==> config.mk <==
export PLATFORM = sky130hd
export DESIGN_NAME = swim_byte_tx_flat
export DESIGN_NICKNAME = d
export VERILOG_FILES = /design/src/rtl/swim_pkg.sv /design/src/rtl/swim_byte_tx_if.sv /design/src/rtl/swim_sync.sv /design/src/rtl/swim_byte_tx.sv /design/src/flat_wrapper.sv
export SDC_FILE = /design/constraint.sdc
export NUM_CORES = 1
export LEC_CHECK = 0
export CORE_UTILIZATION = 55
export CTS_CLUSTER_DIAMETER = 80
export CTS_CLUSTER_SIZE = 25
export DETAILED_ROUTE_END_ITERATION = 7
export PLACE_DENSITY = 0.76
export SYNTH_ARGS = -nofsm -noshare
export SYNTH_HDL_FRONTEND = slang
export SYNTH_SLANG_ARGS = --single-unit
export TNS_END_PERCENT = 5
==> constraint.sdc <==
create_clock -name clk -period 6.4 [get_ports clk]
set_input_delay 0.96 -clock clk [delete_from_list [all_inputs] [get_ports clk]]
set_output_delay 0.96 -clock clk [all_outputs]
set_load 0.005 [all_outputs]
==> src/rtl/swim_pkg.sv <==
// SWIM low-speed transmit: shared state encoding, frame sizes and timing.
// Optional resend-on-NACK support is enabled with SWIM_TX_RETRY_EN.
package swim_pkg;

  typedef enum logic [2:0] {
    S_IDLE,
    S_LOW,
    S_HIGH,
    S_ACK_WAIT,
    S_ACK_LOW,
    S_DONE,
    S_GAP
  } swim_state_e;

  localparam logic [3:0] CMD_BITS  = 4'd5;
  localparam logic [3:0] DATA_BITS = 4'd10;
  localparam int ACK_SWIM          = 11;

  localparam int DEF_CLKS_PER_SWIM = 6;
  localparam int DEF_BIT_SWIM      = 22;
  localparam int DEF_SHORT_SWIM    = 2;
  localparam int DEF_ACK_TIMEOUT   = 2048;

  // Frame left-justified in 10 bits: header, payload MSB first, parity.
  function automatic logic [9:0] frame_word(
    input logic [7:0] d,
    input logic       cmd
  );
    if (cmd)
      return {1'b0, d[2:0], ^d[2:0], 5'b0};
    return {1'b0, d, ^d};
  endfunction

endpackage

==> src/rtl/swim_byte_tx_if.sv <==
// Upstream byte handshake into the SWIM transmitter.
// Optional resend-on-NACK support is enabled with SWIM_TX_RETRY_EN.
interface swim_byte_tx_if;
  logic [7:0] in_data;
  logic       in_cmd;
  logic       in_valid;
  logic       in_ready;

  modport master (
    output in_data,
    output in_cmd,
    output in_valid,
    input  in_ready
  );

  modport slave (
    input  in_data,
    input  in_cmd,
    input  in_valid,
    output in_ready
  );
endinterface

==> src/rtl/swim_sync.sv <==
// Two-flop synchronizer for the SWIM line with edge detect.
// Optional resend-on-NACK support is enabled with SWIM_TX_RETRY_EN.
module swim_sync (
  input  logic clk,
  input  logic reset,
  input  logic d,
  output logic q,
  output logic fall,
  output logic rise
);

  logic s1, s2, s3;

  // Idle line is high, so reset to 1 to avoid a false edge.
  always_ff @(posedge clk) begin
    if (reset) begin
      s1 <= 1'b1;
      s2 <= 1'b1;
      s3 <= 1'b1;
    end else begin
      s1 <= d;
      s2 <= s1;
      s3 <= s2;
    end
  end

  assign q    = s2;
  assign fall = s3 & ~s2;
  assign rise = ~s3 & s2;

endmodule

==> src/rtl/swim_byte_tx.sv <==
// SWIM low-speed frame transmitter with target ACK sampling.
// Optional resend-on-NACK support is enabled with SWIM_TX_RETRY_EN.
module swim_byte_tx
  import swim_pkg::*;
#(
  parameter int CLKS_PER_SWIM = DEF_CLKS_PER_SWIM,
  parameter int BIT_SWIM      = DEF_BIT_SWIM,
  parameter int SHORT_SWIM    = DEF_SHORT_SWIM,
  parameter int ACK_TIMEOUT   = DEF_ACK_TIMEOUT
) (
  input  logic           clk,
  input  logic           reset,
  swim_byte_tx_if.slave  up,
  output logic           swim_drive_low,
  input  logic           swim_in,
  output logic           done,
  output logic           ack_ok,
  output logic           timeout,
`ifdef SWIM_TX_RETRY_EN
  output logic [1:0]     retry_cnt,
`endif
  output logic           busy
);

  localparam int TW = $clog2(ACK_TIMEOUT) + 1;

  localparam logic [7:0] T_M1 =
    8'(BIT_SWIM * CLKS_PER_SWIM - 1);
  localparam logic [7:0] LONG_M1 =
    8'((BIT_SWIM - SHORT_SWIM) * CLKS_PER_SWIM - 1);
  localparam logic [7:0] SHORT_M1 =
    8'(SHORT_SWIM * CLKS_PER_SWIM - 1);
  localparam logic [7:0] ACK_LIM =
    8'(ACK_SWIM * CLKS_PER_SWIM);
  localparam logic [TW-1:0] TO_M1 =
    TW'(ACK_TIMEOUT - 1);

  swim_state_e   state, state_n;
  logic [7:0]    cnt, cnt_n;
  logic [TW-1:0] tcnt, tcnt_n;
  logic [9:0]    sh, sh_n;
  logic [3:0]    left, left_n;
  logic          ack_q, ack_n;
  logic          to_q, to_n;
  logic          drive_q, ready_q, done_q;
  logic          ack_res;

`ifdef SWIM_TX_RETRY_EN
  logic [9:0]    frame, frame_n;
  logic [3:0]    nbits, nbits_n;
  logic [1:0]    retry, retry_n;
`endif

  logic line_s, line_fall, line_rise;

  swim_sync u_sync (
    .clk   (clk),
    .reset (reset),
    .d     (swim_in),
    .q     (line_s),
    .fall  (line_fall),
    .rise  (line_rise)
  );

  always_comb begin
    state_n = state;
    cnt_n   = cnt;
    tcnt_n  = tcnt;
    sh_n    = sh;
    left_n  = left;
    ack_n   = ack_q;
    to_n    = to_q;
    ack_res = 1'b0;
`ifdef SWIM_TX_RETRY_EN
    frame_n = frame;
    nbits_n = nbits;
    retry_n = retry;
`endif
    unique case (state)
      S_IDLE: begin
        if (up.in_valid && ready_q) begin
          sh_n    = frame_word(up.in_data, up.in_cmd);
          left_n  = up.in_cmd ? CMD_BITS : DATA_BITS;
          cnt_n   = 8'd0;
          state_n = S_LOW;
`ifdef SWIM_TX_RETRY_EN
          frame_n = sh_n;
          nbits_n = left_n;
          retry_n = 2'd0;
`endif
        end
      end
      S_LOW: begin
        cnt_n = cnt + 8'd1;
        if (cnt == (sh[9] ? SHORT_M1 : LONG_M1))
          state_n = S_HIGH;
      end
      S_HIGH: begin
        if (cnt == T_M1) begin
          cnt_n = 8'd0;
          if (left > 4'd1) begin
            sh_n    = {sh[8:0], 1'b0};
            left_n  = left - 4'd1;
            state_n = S_LOW;
          end else begin
            tcnt_n  = '0;
            state_n = S_ACK_WAIT;
          end
        end else begin
          cnt_n = cnt + 8'd1;
        end
      end
      S_ACK_WAIT: begin
        if (line_fall) begin
          cnt_n   = 8'd0;
          state_n = S_ACK_LOW;
        end else if (tcnt == TO_M1) begin
          ack_n   = 1'b0;
          to_n    = 1'b1;
          state_n = S_DONE;
        end else begin
          tcnt_n = tcnt + 1'b1;
        end
      end
      S_ACK_LOW: begin
        if (line_rise || cnt == T_M1) begin
          ack_res = line_s && (cnt < ACK_LIM);
          state_n = S_DONE;
`ifdef SWIM_TX_RETRY_EN
          if (!ack_res && retry != 2'd3) begin
            retry_n = retry + 2'd1;
            cnt_n   = 8'd0;
            state_n = S_GAP;
          end
`endif
          if (state_n == S_DONE) begin
            ack_n = ack_res;
            to_n  = 1'b0;
          end
        end else begin
          cnt_n = cnt + 8'd1;
        end
      end
`ifdef SWIM_TX_RETRY_EN
      S_GAP: begin
        if (cnt == T_M1) begin
          sh_n    = frame;
          left_n  = nbits;
          cnt_n   = 8'd0;
          state_n = S_LOW;
        end else begin
          cnt_n = cnt + 8'd1;
        end
      end
`endif
      S_DONE: state_n = S_IDLE;
      default: state_n = S_IDLE;
    endcase
  end

  always_ff @(posedge clk) begin
    if (reset) begin
      state   <= S_IDLE;
      cnt     <= 8'd0;
      tcnt    <= '0;
      sh      <= 10'd0;
      left    <= 4'd0;
      ack_q   <= 1'b0;
      to_q    <= 1'b0;
      drive_q <= 1'b0;
      ready_q <= 1'b0;
      done_q  <= 1'b0;
`ifdef SWIM_TX_RETRY_EN
      frame   <= 10'd0;
      nbits   <= 4'd0;
      retry   <= 2'd0;
`endif
    end else begin
      state   <= state_n;
      cnt     <= cnt_n;
      tcnt    <= tcnt_n;
      sh      <= sh_n;
      left    <= left_n;
      ack_q   <= ack_n;
      to_q    <= to_n;
      drive_q <= (state_n == S_LOW);
      ready_q <= (state_n == S_IDLE);
      done_q  <= (state_n == S_DONE);
`ifdef SWIM_TX_RETRY_EN
      frame   <= frame_n;
      nbits   <= nbits_n;
      retry   <= retry_n;
`endif
    end
  end

  assign up.in_ready     = ready_q;
  assign swim_drive_low  = drive_q;
  assign done            = done_q;
  assign ack_ok          = ack_q;
  assign timeout         = to_q;
  assign busy            = (state != S_IDLE);
`ifdef SWIM_TX_RETRY_EN
  assign retry_cnt       = retry;
`endif

endmodule

==> src/flat_wrapper.sv <==
// flat-port wrapper written by rule: the top's interface ports become plain ports
module swim_byte_tx_flat import swim_pkg::*;
#(
  parameter int CLKS_PER_SWIM = DEF_CLKS_PER_SWIM,
  parameter int BIT_SWIM      = DEF_BIT_SWIM,
  parameter int SHORT_SWIM    = DEF_SHORT_SWIM,
  parameter int ACK_TIMEOUT   = DEF_ACK_TIMEOUT
)
  (clk, reset, swim_drive_low, swim_in, done, ack_ok, timeout, busy, up_in_data, up_in_cmd, up_in_valid, up_in_ready);
  swim_byte_tx_if up_i ();
  input  logic clk;
  input  logic reset;
  output logic swim_drive_low;
  input  logic swim_in;
  output logic done;
  output logic ack_ok;
  output logic timeout;
  output logic busy;
  input wire logic [$bits(up_i.in_data)-1:0] up_in_data;
  input wire logic [$bits(up_i.in_cmd)-1:0] up_in_cmd;
  input wire logic [$bits(up_i.in_valid)-1:0] up_in_valid;
  output wire logic [$bits(up_i.in_ready)-1:0] up_in_ready;
  assign up_i.in_data = up_in_data;
  assign up_i.in_cmd = up_in_cmd;
  assign up_i.in_valid = up_in_valid;
  assign up_in_ready = up_i.in_ready;
  swim_byte_tx #(.CLKS_PER_SWIM(CLKS_PER_SWIM), .BIT_SWIM(BIT_SWIM), .SHORT_SWIM(SHORT_SWIM), .ACK_TIMEOUT(ACK_TIMEOUT)) u_core (.clk(clk), .reset(reset), .up(up_i), .swim_drive_low(swim_drive_low), .swim_in(swim_in), .done(done), .ack_ok(ack_ok), .timeout(timeout), .busy(busy));
endmodule
==> results.md <==
- Largest net degree at the start of global routing: 30
- Grt peak-use layer: met2
- Compound-Gate Fraction of Synth Area: between 20% and 30%
- H-tree depth: 2
- Clock slew at reported path FFs: around 0.08 ns
- Vias per cell: between 6 and 7
- Drt wl/cell: 14.5 µm
- Share of the clock period used by the worst path: 42.4%
- Number of setup buffers added after CTS: 0
- Synth cell count leaders: dfxtp_1, nor2_1, nand2_1
- RSZ-0062 raised after global routing: false
- CTS sink count: between 40 and 50
- Slew Limit Fails: 0
- Worst Skew: about 0.01 ns
- Fmax: about 0.37 GHz
- N_diodes: 0
- Met3 usage: 4.80%
- Ratio of cells with drive above 1 in the final layout: under 10%
- Total Neg Setup Slack: 0 ns
- Synth Cell Area: approximately 2500 µm²
- Cts hold-fix bufs: 0
- CP Launch Type: register
- Grt ovf: 0
- Largest family of logic cells by synthesized area: simple AND/OR/NAND/NOR gates
- # setup viols final: 0
- WL final: 5.22 mm
- Area grow syn2layout: 10.1%
- Total Routing Usage GR: 22.4%
- Final hold vios: 0
- Post_cts resized: 0
- Sequential share of the synthesized area: 36.1%
- Mapped Avg Cell Area: around 8.4 µm²
- Clock root buffer: clkbuf_8
- Final Wtd Congestion: between 0.8 and 0.9
- Post-DP HPWL: approximately 3.8 mm
- Core area: around 4400 µm²
- M2 GR Usage: 34.6%
- Synth Area in XOR/XNOR: around 5.8%
- Yosys warnings: 0
- Total CTS buffers: 5
- Ys async rst share: 0%
- Crit path DAT: approximately 2.9 ns
- First-pass GRT wire length: 8.83 mm
- Vias: 2195
- Setup CP Type: register to register
- Number of synthesized flops with an enable pin: 0
- Maximum clock path buffer count: 2
- Post-synth cell types: 53
- Post-route DRC: 0
- Worst-skew pair later-pin latency: approximately 0.31 ns
- Site row count: 24
- Prevailing post-synth register cell: dfxtp_1
- Port Buffer Count: 18
- CTS tree: built
- Final Critical Period: ~2.7 ns
- Power after layout: between 500 and 600 µW
- Tightest Pin Transition: ~1.1 ns
- Post-synthesis cell count: slightly below 300
- Max FO, Critical Path: 17
- Die width: roughly 69 µm
- Adder-Cell Fraction of Synth Area: under 10%
- First drt pass iteration count: 5
- Mux contribution to synthesized area: 1.60%
- Initial antenna violation count: 0
- Synth Register Bits: 45
- Die ar.: a little under 5000 µm²
- Status: completed
- Most frequent cell after synthesis: dfxtp_1
- Post-synth top area share: between 30% and 40%
- Antenna-violating nets left: 0
- Ports: 19
- Worst Hold Class: register to register
- Power per cell area: roughly 190 nW/µm²
- Top post-synthesis cells by area: dfxtp_1, xnor2_1, nor2_1
- Syn Nets: 313
- Met1 usage: between 30 and 40%
- Hold Slack: ~0.42 ns
- Post-synth top area cell: dfxtp_1
- Nets: 323
- VDD IR-drop max: 0.140 mV
- Critical path endpoint category: register
- P_leak: 0.000871 µW
- 1st-iter DRT viols: roughly 150
- Starting Density: 57.4%
- MaxCap Viol Count: 0
- Synth Area in Simple Gates: between 20 and 30%
- CP Data Required Time: around 6.6 ns
- Slew margin rel.: between 20% and 30%
- Vias in the first global route: just under 2000
- Die Y: between 60 and 70 µm
==> worst max-delay path: stages (launching register included) <==
cell and delay (ns):
dfxtp_1 0.56, or3b_1 0.64, a2111oi_4 0.56, nor2_1 0.36, a222oi_1 0.39, nor2_1 0.06
==> layout make-up <==
cell class | instances | area, µm²
Fill cell | 389 | 1600
Multi-Input combinational cell | 226 | 1480
Sequential cell | 45 | 901
Timing Repair Buffer | 19 | 188
Clock buffer | 5 | 68.8
Tap cell | 52 | 65.1
Inverter | 9 | 33.8
Clock inverter | 3 | 17.5
==> where the power goes <==
part / internal (µW) / switching (µW) / leakage [µW] / total (µW)
Sequential: 288 / 8.13 / 0.000365 / 296
Combinational: 31.0 / 32.8 / 0.000462 / 63.8
Clock: 75.4 / 98.6 / 0.0000439 / 174
Total: 394 / 139 / 0.000871 / 534
==> stage by stage <==
stage | std cells | area [µm²] | setup WS [ns] | util [%]
3_3_place_gp | 351 | 2670 | 3.48 | 61.2
3_5_place_dp | 351 | 2670 | 3.42 | 61.2
5_1_grt | 359 | 2750 | 3.48 | 63.2
4_1_cts | 359 | 2750 | 3.68 | 63.2
2_1_floorplan | 296 | 2500 | 4.21 | -
6_report | 359 | 2750 | 3.68 | 63.2
==> state kept, by name, indices dropped and copies added (netlist names) <==
name	count
u_core.up.in_ready	1
u_core.done	1
u_core.u_sync.s3	1
u_core.left	4
u_core.swim_drive_low	1
u_core.timeout	1
u_core.tcnt	12
u_core.state	3
u_core.sh	10
u_core.u_sync.s1	1
u_core.cnt	8
u_core.ack_ok	1
u_core.u_sync.q	1
==> kinds of logic (layout without fill, tap and decap cells) <==
group / count (synthesis) / in the layout
mux: 4 / 4
buf+inv: 25 / 36
compound gates: 69 / 69
xor+xnor: 15 / 15
simple gates: 134 / 134
flops: 45 / 45
fa+ha+maj: 4 / 4
==> cells in the final DEF, fill, tap and decap left out, drive strengths merged, types with 5 or more instances in the layout <==
master         instances
xnor2                 14
nand2b                 6
nor2                  33
or2                    5
a21oi                 21
o21ai                 12
or4                    9
inv                    9
nand3                 15
o31ai                  8
nand2                 23
clkdlybuf4s50         18
dfxtp                 45
nor4                   9
clkbuf                 5
nor3                   9
nand4                  7
==> per-layer routing <==
metal | up-vias | routed length, µm
met5 | - | 0
met4 | 0 | 94
met1 | 1024 | 2540
met3 | 11 | 161
li1 | 1122 | -
met2 | 38 | 2430
==> path summary, 6_finish.rpt <==
kind | to | depth (start not counted) | slack [ns] | startpoint
worst max-delay path | u_core.sh[4]$_SDFFE_PP0P_ | 5 | 3.68 | u_core.state[1]$_SDFF_PP0_
worst min-delay path | u_core.u_sync.q$_SDFF_PP1_ | 1 | 0.42 | u_core.u_sync.s1$_SDFF_PP1_
worst min register to register | u_core.u_sync.q$_SDFF_PP1_ | 1 | 0.42 | u_core.u_sync.s1$_SDFF_PP1_
worst max register to register | u_core.sh[4]$_SDFFE_PP0P_ | 5 | 3.68 | u_core.state[1]$_SDFF_PP0_
(Power assumes the default switching activity.)
